File: config.mk
export PLATFORM = sky130hd
export DESIGN_NAME = lsu_mem_master
export DESIGN_NICKNAME = d
export VERILOG_FILES = /design/src/rtl/riscv_mem_pkg.sv /design/src/rtl/lsu_lane_align.sv /design/src/rtl/lsu_mem_master.sv
export SDC_FILE = /design/constraint.sdc
export NUM_CORES = 1
export LEC_CHECK = 0
export CAP_MARGIN = 0
export CORE_UTILIZATION = 43
export DETAILED_ROUTE_END_ITERATION = 8
export PLACE_DENSITY_LB_ADDON = 0.1
export SYNTH_ARGS = -nofsm -noshare
export SYNTH_HDL_FRONTEND = slang
export SYNTH_HIERARCHICAL = 1
export SYNTH_SLANG_ARGS = --single-unit
File: constraint.sdc
create_clock -name clk -period 4.55 [get_ports clk]
set_input_delay 0.91 -clock clk [delete_from_list [all_inputs] [get_ports clk]]
set_output_delay 0.91 -clock clk [all_outputs]
set_load 0.05 [all_outputs]
File: src/rtl/riscv_mem_pkg.sv
`default_nettype none
// ============================================================================
//  Module      : riscv_mem_pkg
//  Description : Shared types for the load/store memory master. Contains the
//                access-size encoding, the LSU state encoding and the number
//                of bytes per RAM word.
//  Revision    : 1.0 - initial release
// ============================================================================
package riscv_mem_pkg;

    typedef enum logic [1:0] {
        SZ_B = 2'd0,
        SZ_H = 2'd1,
        SZ_W = 2'd2
    } mem_size_e;

    typedef enum logic [2:0] {
        IDLE     = 3'd0,
        RD_ISSUE = 3'd1,
        RD_CAPT  = 3'd2,
        WR_ISSUE = 3'd3,
        RSP      = 3'd4
    } lsu_state_e;

    localparam int WORD_BYTES = 4;

endpackage
`default_nettype wire

File: src/rtl/lsu_lane_align.sv
`default_nettype none
// ============================================================================
//  Module      : lsu_lane_align
//  Description : Combinational lane steering for sub-word accesses on a
//                little-endian word RAM.
//                  o_ext    : lane at i_offset extracted from i_word and
//                             sign/zero-extended to DW.
//                  o_merged : i_word with the addressed lane(s) replaced by
//                             the right-aligned bytes of i_wdata.
//  Ports       : i_word   - word read from RAM
//                i_wdata  - right-aligned store data
//                i_offset - byte offset inside the word
//                i_size   - 0=byte, 1=half, 2=word
//                i_signed - sign-extend loads when set
//  Revision    : 1.0 - initial release
// ============================================================================
module lsu_lane_align
    import riscv_mem_pkg::*;
#(
    parameter int DW = 32
) (
    input  logic [DW-1:0] i_word,
    input  logic [DW-1:0] i_wdata,
    input  logic [1:0]    i_offset,
    input  logic [1:0]    i_size,
    input  logic          i_signed,
    output logic [DW-1:0] o_ext,
    output logic [DW-1:0] o_merged
);

    logic [4:0]    w_bshamt;
    logic [4:0]    w_hshamt;
    logic [DW-1:0] w_bshift;
    logic [DW-1:0] w_hshift;
    logic [DW-1:0] w_mask;
    logic [DW-1:0] w_data;

    always_comb begin
        // Byte lane is offset[1:0]; half lane is offset[1] only.
        w_bshamt = {i_offset, 3'b000};
        w_hshamt = {i_offset[1], 4'b0000};
        w_bshift = i_word >> w_bshamt;
        w_hshift = i_word >> w_hshamt;
        o_ext    = i_word;
        w_mask   = '1;
        w_data   = i_wdata;
        case (i_size)
            SZ_B: begin
                o_ext  = {{(DW-8){i_signed & w_bshift[7]}}, w_bshift[7:0]};
                w_mask = DW'(32'h0000_00FF) << w_bshamt;
                w_data = DW'(i_wdata[7:0]) << w_bshamt;
            end
            SZ_H: begin
                o_ext  = {{(DW-16){i_signed & w_hshift[15]}}, w_hshift[15:0]};
                w_mask = DW'(32'h0000_FFFF) << w_hshamt;
                w_data = DW'(i_wdata[15:0]) << w_hshamt;
            end
            default: ;
        endcase
        o_merged = (i_word & ~w_mask) | (w_data & w_mask);
    end

endmodule
`default_nettype wire

File: src/rtl/lsu_mem_master.sv
`default_nettype none
// ============================================================================
//  Module      : lsu_mem_master
//  Description : Load/store initiator driving one port of a word RAM without
//                byte enables. Byte/half stores are done as read-modify-write.
//                One request is outstanding at a time.
//  Ports       : clk/rst                 - clock, async active-high reset
//                req_*                   - request channel (valid/ready)
//                rsp_*                   - response channel (valid/ready)
//                mem_en/wen/addr/din/dout - RAM port (read data one cycle
//                                          after en & !wen)
//  Revision    : 1.0 - initial release
// ============================================================================
module lsu_mem_master
    import riscv_mem_pkg::*;
#(
    parameter int DW = 32,
    parameter int AW = 32
) (
    input  logic          clk,
    input  logic          rst,
    input  logic          req_valid,
    output logic          req_ready,
    input  logic          req_we,
    input  logic [1:0]    req_size,
    input  logic          req_signed,
    input  logic [AW-1:0] req_addr,
    input  logic [DW-1:0] req_wdata,
    output logic          rsp_valid,
    input  logic          rsp_ready,
    output logic [DW-1:0] rsp_rdata,
    output logic          rsp_err,
    output logic          mem_en,
    output logic          mem_wen,
    output logic [AW-1:0] mem_addr,
    output logic [DW-1:0] mem_din,
    input  logic [DW-1:0] mem_dout
);

    localparam int c_OFF_W = $clog2(WORD_BYTES);

    generate
        if (DW != 32) begin : g_dw_unsupported
            $error("lsu_mem_master: only DW=32 is supported");
        end
    endgenerate

    lsu_state_e    r_state;
    lsu_state_e    w_state_nxt;

    logic          r_we;
    logic [1:0]    r_size;
    logic          r_signed;
    logic [AW-1:0] r_addr;
    logic [DW-1:0] r_wdata;
    logic [DW-1:0] r_din;
    logic [DW-1:0] r_rdata;
    logic          r_err;

    logic          w_req_err;
    logic [DW-1:0] w_ext;
    logic [DW-1:0] w_merged;

    // Illegal size or an access not aligned to its own size.
    assign w_req_err = (req_size == 2'd3)
                     | ((req_size == SZ_H) & req_addr[0])
                     | ((req_size == SZ_W) & (|req_addr[1:0]));

    lsu_lane_align #(
        .DW (DW)
    ) u_lane_align (
        .i_word   (mem_dout),
        .i_wdata  (r_wdata),
        .i_offset (r_addr[1:0]),
        .i_size   (r_size),
        .i_signed (r_signed),
        .o_ext    (w_ext),
        .o_merged (w_merged)
    );

    always_ff @(posedge clk or posedge rst) begin
        if (rst) begin
            r_state <= IDLE;
        end else begin
            r_state <= w_state_nxt;
        end
    end

    always_comb begin
        w_state_nxt = r_state;
        case (r_state)
            IDLE: begin
                if (req_valid) begin
                    if (w_req_err) begin
                        w_state_nxt = RSP;
                    end else if (!req_we || (req_size != SZ_W)) begin
                        w_state_nxt = RD_ISSUE;
                    end else begin
                        w_state_nxt = WR_ISSUE;
                    end
                end
            end
            RD_ISSUE: w_state_nxt = RD_CAPT;
            RD_CAPT:  w_state_nxt = r_we ? WR_ISSUE : RSP;
            WR_ISSUE: w_state_nxt = RSP;
            RSP: begin
                if (rsp_ready) begin
                    w_state_nxt = IDLE;
                end
            end
            default:  w_state_nxt = IDLE;
        endcase
    end

    always_ff @(posedge clk or posedge rst) begin
        if (rst) begin
            r_we     <= 1'b0;
            r_size   <= 2'd0;
            r_signed <= 1'b0;
            r_addr   <= '0;
            r_wdata  <= '0;
            r_din    <= '0;
            r_rdata  <= '0;
            r_err    <= 1'b0;
        end else begin
            case (r_state)
                IDLE: begin
                    if (req_valid) begin
                        r_we     <= req_we;
                        r_size   <= req_size;
                        r_signed <= req_signed;
                        r_addr   <= req_addr;
                        r_wdata  <= req_wdata;
                        r_rdata  <= '0;
                        r_err    <= w_req_err;
                        // Word stores skip the read, so their write data is
                        // loaded into the RAM data register right away.
                        if (req_we && (req_size == SZ_W) && !w_req_err) begin
                            r_din <= req_wdata;
                        end
                    end
                end
                RD_CAPT: begin
                    if (r_we) begin
                        r_din <= w_merged;
                    end else begin
                        r_rdata <= w_ext;
                    end
                end
                default: ;
            endcase
        end
    end

    assign req_ready = (r_state == IDLE);
    assign rsp_valid = (r_state == RSP);
    assign rsp_rdata = r_rdata;
    assign rsp_err   = r_err;
    assign mem_en    = (r_state == RD_ISSUE) || (r_state == WR_ISSUE);
    assign mem_wen   = (r_state == WR_ISSUE);
    assign mem_addr  = {{c_OFF_W{1'b0}}, r_addr[AW-1:c_OFF_W]};
    assign mem_din   = r_din;

endmodule
`default_nettype wire
* Word level (Yosys, flattened, before mapping) *
Index checks and enable logic that the tools add are counted.
W data, S select, Z words.

storage, ports and cells
  register bits after elaboration = 136
  input bits = 104
  logic and storage cells = 69

operators by class
  equal/unequal tests = 14
  shift-type cells = 6
  mux-type cells = 16
  bitwise logic cells = 10
  reductions and logical operators = 14

operator list
  kind                     count
  $pmux W32 S2             5
  $mux W32                 5
  $and A32 B32 Y32         2
  $not A32 Y32             1
  $or A32 B32 Y32          1
  $shl A16 B5 Y32          1
  $shl A16 B5 Y32 const A  1
  $shl A8 B5 Y32           1
  $shl A8 B5 Y32 const A   1
  $shr A32 B5 Y16          1
  $shr A32 B5 Y8           1
  $pmux W3 S5              1
  $mux W3                  4
  $ne A2 B2 Y1 const B     4
  $eq A3 B2 Y1 const B     2
  $and A1 B1 Y1            4
  $eq A2 B1 Y1 const B     2
  $eq A2 B2 Y1 const B     2
  $ne A2 B1 Y1 const B     2
  $reduce_and A2 Y1        2
  $reduce_and A4 Y1        1
  $eq A3 B1 Y1 const B     1
  $eq A3 B3 Y1 const B     1
  $logic_not A3 Y1         1
  9 further kinds          13

* Depth between registers and ports, before layout *
  word-level depth = 9
  gate-level depth with buffers = 8
  mapped depth without buffers = 6

* By module *
The synthesis kept the hierarchy.

modules (own cells, without submodules)
  module          instances  cells each  area an instance (µm²)
  lsu_mem_master  1          588         5675.4
  lsu_lane_align  1          217         1387.6

* Worst setup path before layout *
OpenSTA, ideal clock, no wires.

  path kind = register to output
  start = reg r_state[0]
  end = out mem_wen
  data arrival time = 1.787 ns
  required time = 3.640 ns
  slack = 1.853 ns
  cell stages (with the launch flop) = 4
  cell sequence = dfrtp_1 -> buf_2 -> nor2b_1 -> and2_1

on the way
  longest elaborated chain between the ends = 1

ends and longest elaborated chain
  item                      line                   source
  start: declaration        lsu_mem_master.sv:48   lsu_state_e r_state;
  start signal: assignment  lsu_mem_master.sv:85   r_state <= w_state_nxt;
  $eq A3 B2 Y1              lsu_mem_master.sv:160  assign mem_wen = (r_state == WR_ISSUE);
  end: declaration          lsu_mem_master.sv:34   output logic mem_wen,

Every way passes these cells.

* Worst setup path in the final report *
  start = reg r_state[0]
  end = out req_ready

on the way
  longest elaborated chain between the ends = 1

ends and longest elaborated chain
  item              line                   source
  $logic_not A3 Y1  lsu_mem_master.sv:155  assign req_ready = (r_state == IDLE);
  end: declaration  lsu_mem_master.sv:23   output logic req_ready,

Every way passes these cells.

==> out/metrics.yaml <==
timing.final.hold_violations: 0
fin_skew_ps: 3.909
die_x_um: 130.2
worstPathRequired_ps: 3640
ys.flop_type: "dfrtp_1"
end_kind: "primary output"
rsz0062_at_grt: "no"
hold_depth: 2
tightest_slew_ps: 936.2
slew_headroom_pct: 37.58
worst_setup_path_start_kind: "flip-flop"
wl_mm: 20.55
regArea_um2: 3403
antennaDiodeCount: 0
routed-via-count: 6228
clock_latency_ps: 420
drv_cap: 0
post-route-period-util_pct: 66.50
die_area_um2: 16940
critPathKind: "flip-flop to primary output"
grt_antenna_before_repair: 0
rows: 46
drc: 0
netlist_area_um2: 7063
grt.overflow.total: 0
port_buffers: 202
hp-start: "r_addr[6]"
die_y_um: 130.2
cts.sinks: 136
powerDensity_nw_per_um2: 841.3
start_util_pct: 44.30
post-route-util_pct: 60.14
rr_endpoint: "mem_din[6]"
worstRegToRegCells: 5
timing.rr.start: "r_size[0]"
root_buffer: "clkbuf_16"
synthTopCellsByArea: "dfrtp_1 48%, nand2_1 16%, mux2i_1 5.7%, buf_4 3.6%, a22o_1 3.3%"
grt_pass1_vias: 6055
layout_common_cells: "296 x nand2_1, 202 x clkdlybuf4s50_1, 136 x dfrtp_1, 40 x o21ai_0, 40 x mux2i_1"
syn_inst: 805
htree_levels: 4
synth-edff-count: 0
synth_top_area_share_pct: 48.18
grt_max_degree: 72
status: "complete, no violations"
power.leakage_nw: 4.371
ys_types: 47
multi_input_comb_area_um2: 3124
synth_seq_cells: 136
wire_per_inst_um: 17.40
finalInstanceArea_um2: 9588
hold_class: "flip-flop to flip-flop"
viasPerCell: 5.273
final_common_cell: "nand2_1"
cts_buffers: 17
place_hpwl_mm: 14.62
gp_congestion: 0.8387
nNetsFinal: 1057
clk_pin_slew_worst_paths_ps: 60
coreArea_um2: 15940
area_growth_pct: 35.75
worst_hold_slack_ps: 472.6
cts_tree: "done"
grt_pass1_wl_mm: 32.25
finalSetupViolCount: 0
timing.fmax_mhz: 330.5
layout-drive-gt1-share_pct: 6.218
place_area_um2: 8990
path_max_fanout: 10
grt_use_total_pct: 25.29
ctsResizeCount: 0
ir_worst_vdd_mv: 0.4405
synth-seq-area-share_pct: 48.18
ys_async_sr_fraction_pct: 100.0
crit_arrival_ps: 2120
postCtsSetupBuffers: 0
yosysTopAreaCell: "dfrtp_1"
cts_hold_buf: 0
fin_tns_setup_ps: 0
ioPinCount: 205
drt_iter0_drc: 581
reg2reg_slack_ps: 2020
yosysWarnings: 6
postSynthAreaPerCell_um2: 8.774
drv_slew: 0
clk_path_buf_depth: 2
min_period_ps: 3026
first_pass_iters: 6
fillers: 1496
final_antenna_net_count: 0
whs_endpoint: "r_addr[6]"
==> per-stage QoR <==
step | setup WS, ps | power, mW | cells
global route | 1412 | 8.531 | 1181
global placement | 1463 | 6.622 | 1150
detailed placement | 1408 | 6.661 | 1150
floorplan | 0.5411 | 5.469 | 806
finish | 1524 | 8.067 | 1181
CTS | 1503 | 8.090 | 1181
==> state kept, by name, indices dropped and copies added (netlist names) <==
register and count:
rsp_rdata 32, r_wdata 32, mem_din 32, rsp_err 1, r_addr 32, r_signed 1, r_state 3, r_we 1
r_size 2
==> critical path, cell delays in order, from the launching register on <==
cell and delay (ps):
dfrtp_1 510, nor3_1 330, clkdlybuf4s50_1 860
==> how the worst max path moves through the flow <==
stage          slack, ps     endpoint        from
2_1_floorplan        0.5   mem_din[0]         rst
3_3_place_gp        1460  mem_din[20]   req_valid
3_5_place_dp        1410  mem_din[30]   req_valid
4_1_cts             1500    req_ready  r_state[0]
5_1_grt             1410      mem_wen  r_state[0]
6_report            1520    req_ready  r_state[0]
==> Yosys cell counts, types with 14 or more instances <==
| master | instances |
|---|---|
| nand2_1 | 297 |
| a22o_1 | 27 |
| a221o_1 | 14 |
| inv_1 | 19 |
| o21ai_0 | 40 |
| o21ai_1 | 29 |
| dfrtp_1 | 136 |
| buf_4 | 34 |
| mux2i_1 | 40 |
| nor2b_1 | 15 |
| clkbuf_1 | 24 |
| buf_2 | 27 |
==> metal layers <==
| layer | part of all wire [%] | vias up | track usage [%] | wire (um) |
|---|---|---|---|---|
| met5 | 0 | - | 0 | 0 |
| met4 | 1.1 | 0 | 6.703 | 221 |
| met3 | 8.6 | 19 | 7.093 | 1760 |
| met2 | 46 | 245 | 38.89 | 9365 |
| met1 | 45 | 2986 | 34.99 | 9204 |
| li1 | - | 2978 | - | - |
==> power breakdown <==
part | switching, mW | internal [mW] | leakage (nW) | total (mW)
clock | 0.512 | 0.899 | 0.289 | 1.41
sequential | 0.477 | 1.76 | 1.74 | 2.23
combinational | 2.88 | 1.55 | 2.34 | 4.42
==> cell type report <==
class | count | area share, %
Tap cell | 216 | 2.819
Timing Repair Buffer | 214 | 22.03
Clock buffer | 23 | 4.985
Sequential cell | 136 | 35.50
Inverter | 20 | 0.8352
Clock inverter | 8 | 1.253
Multi-Input combinational cell | 564 | 32.59
==> logic make-up (layout without fill, tap and decap cells) <==
| logic type | Yosys count | after routing | synth area share (%) |
|---|---|---|---|
| flip-flops | 136 | 136 | 48.18 |
| multiplexers | 48 | 48 | 6.997 |
| AND/OR/NAND/NOR | 351 | 351 | 20.78 |
| buffers and inverters | 106 | 265 | 8.025 |
| AO/OA/AOI/OAI | 163 | 163 | 15.96 |
| other | 1 | 2 | 0.05309 |
No activity file was read; power rests on OpenSTA's default activity.
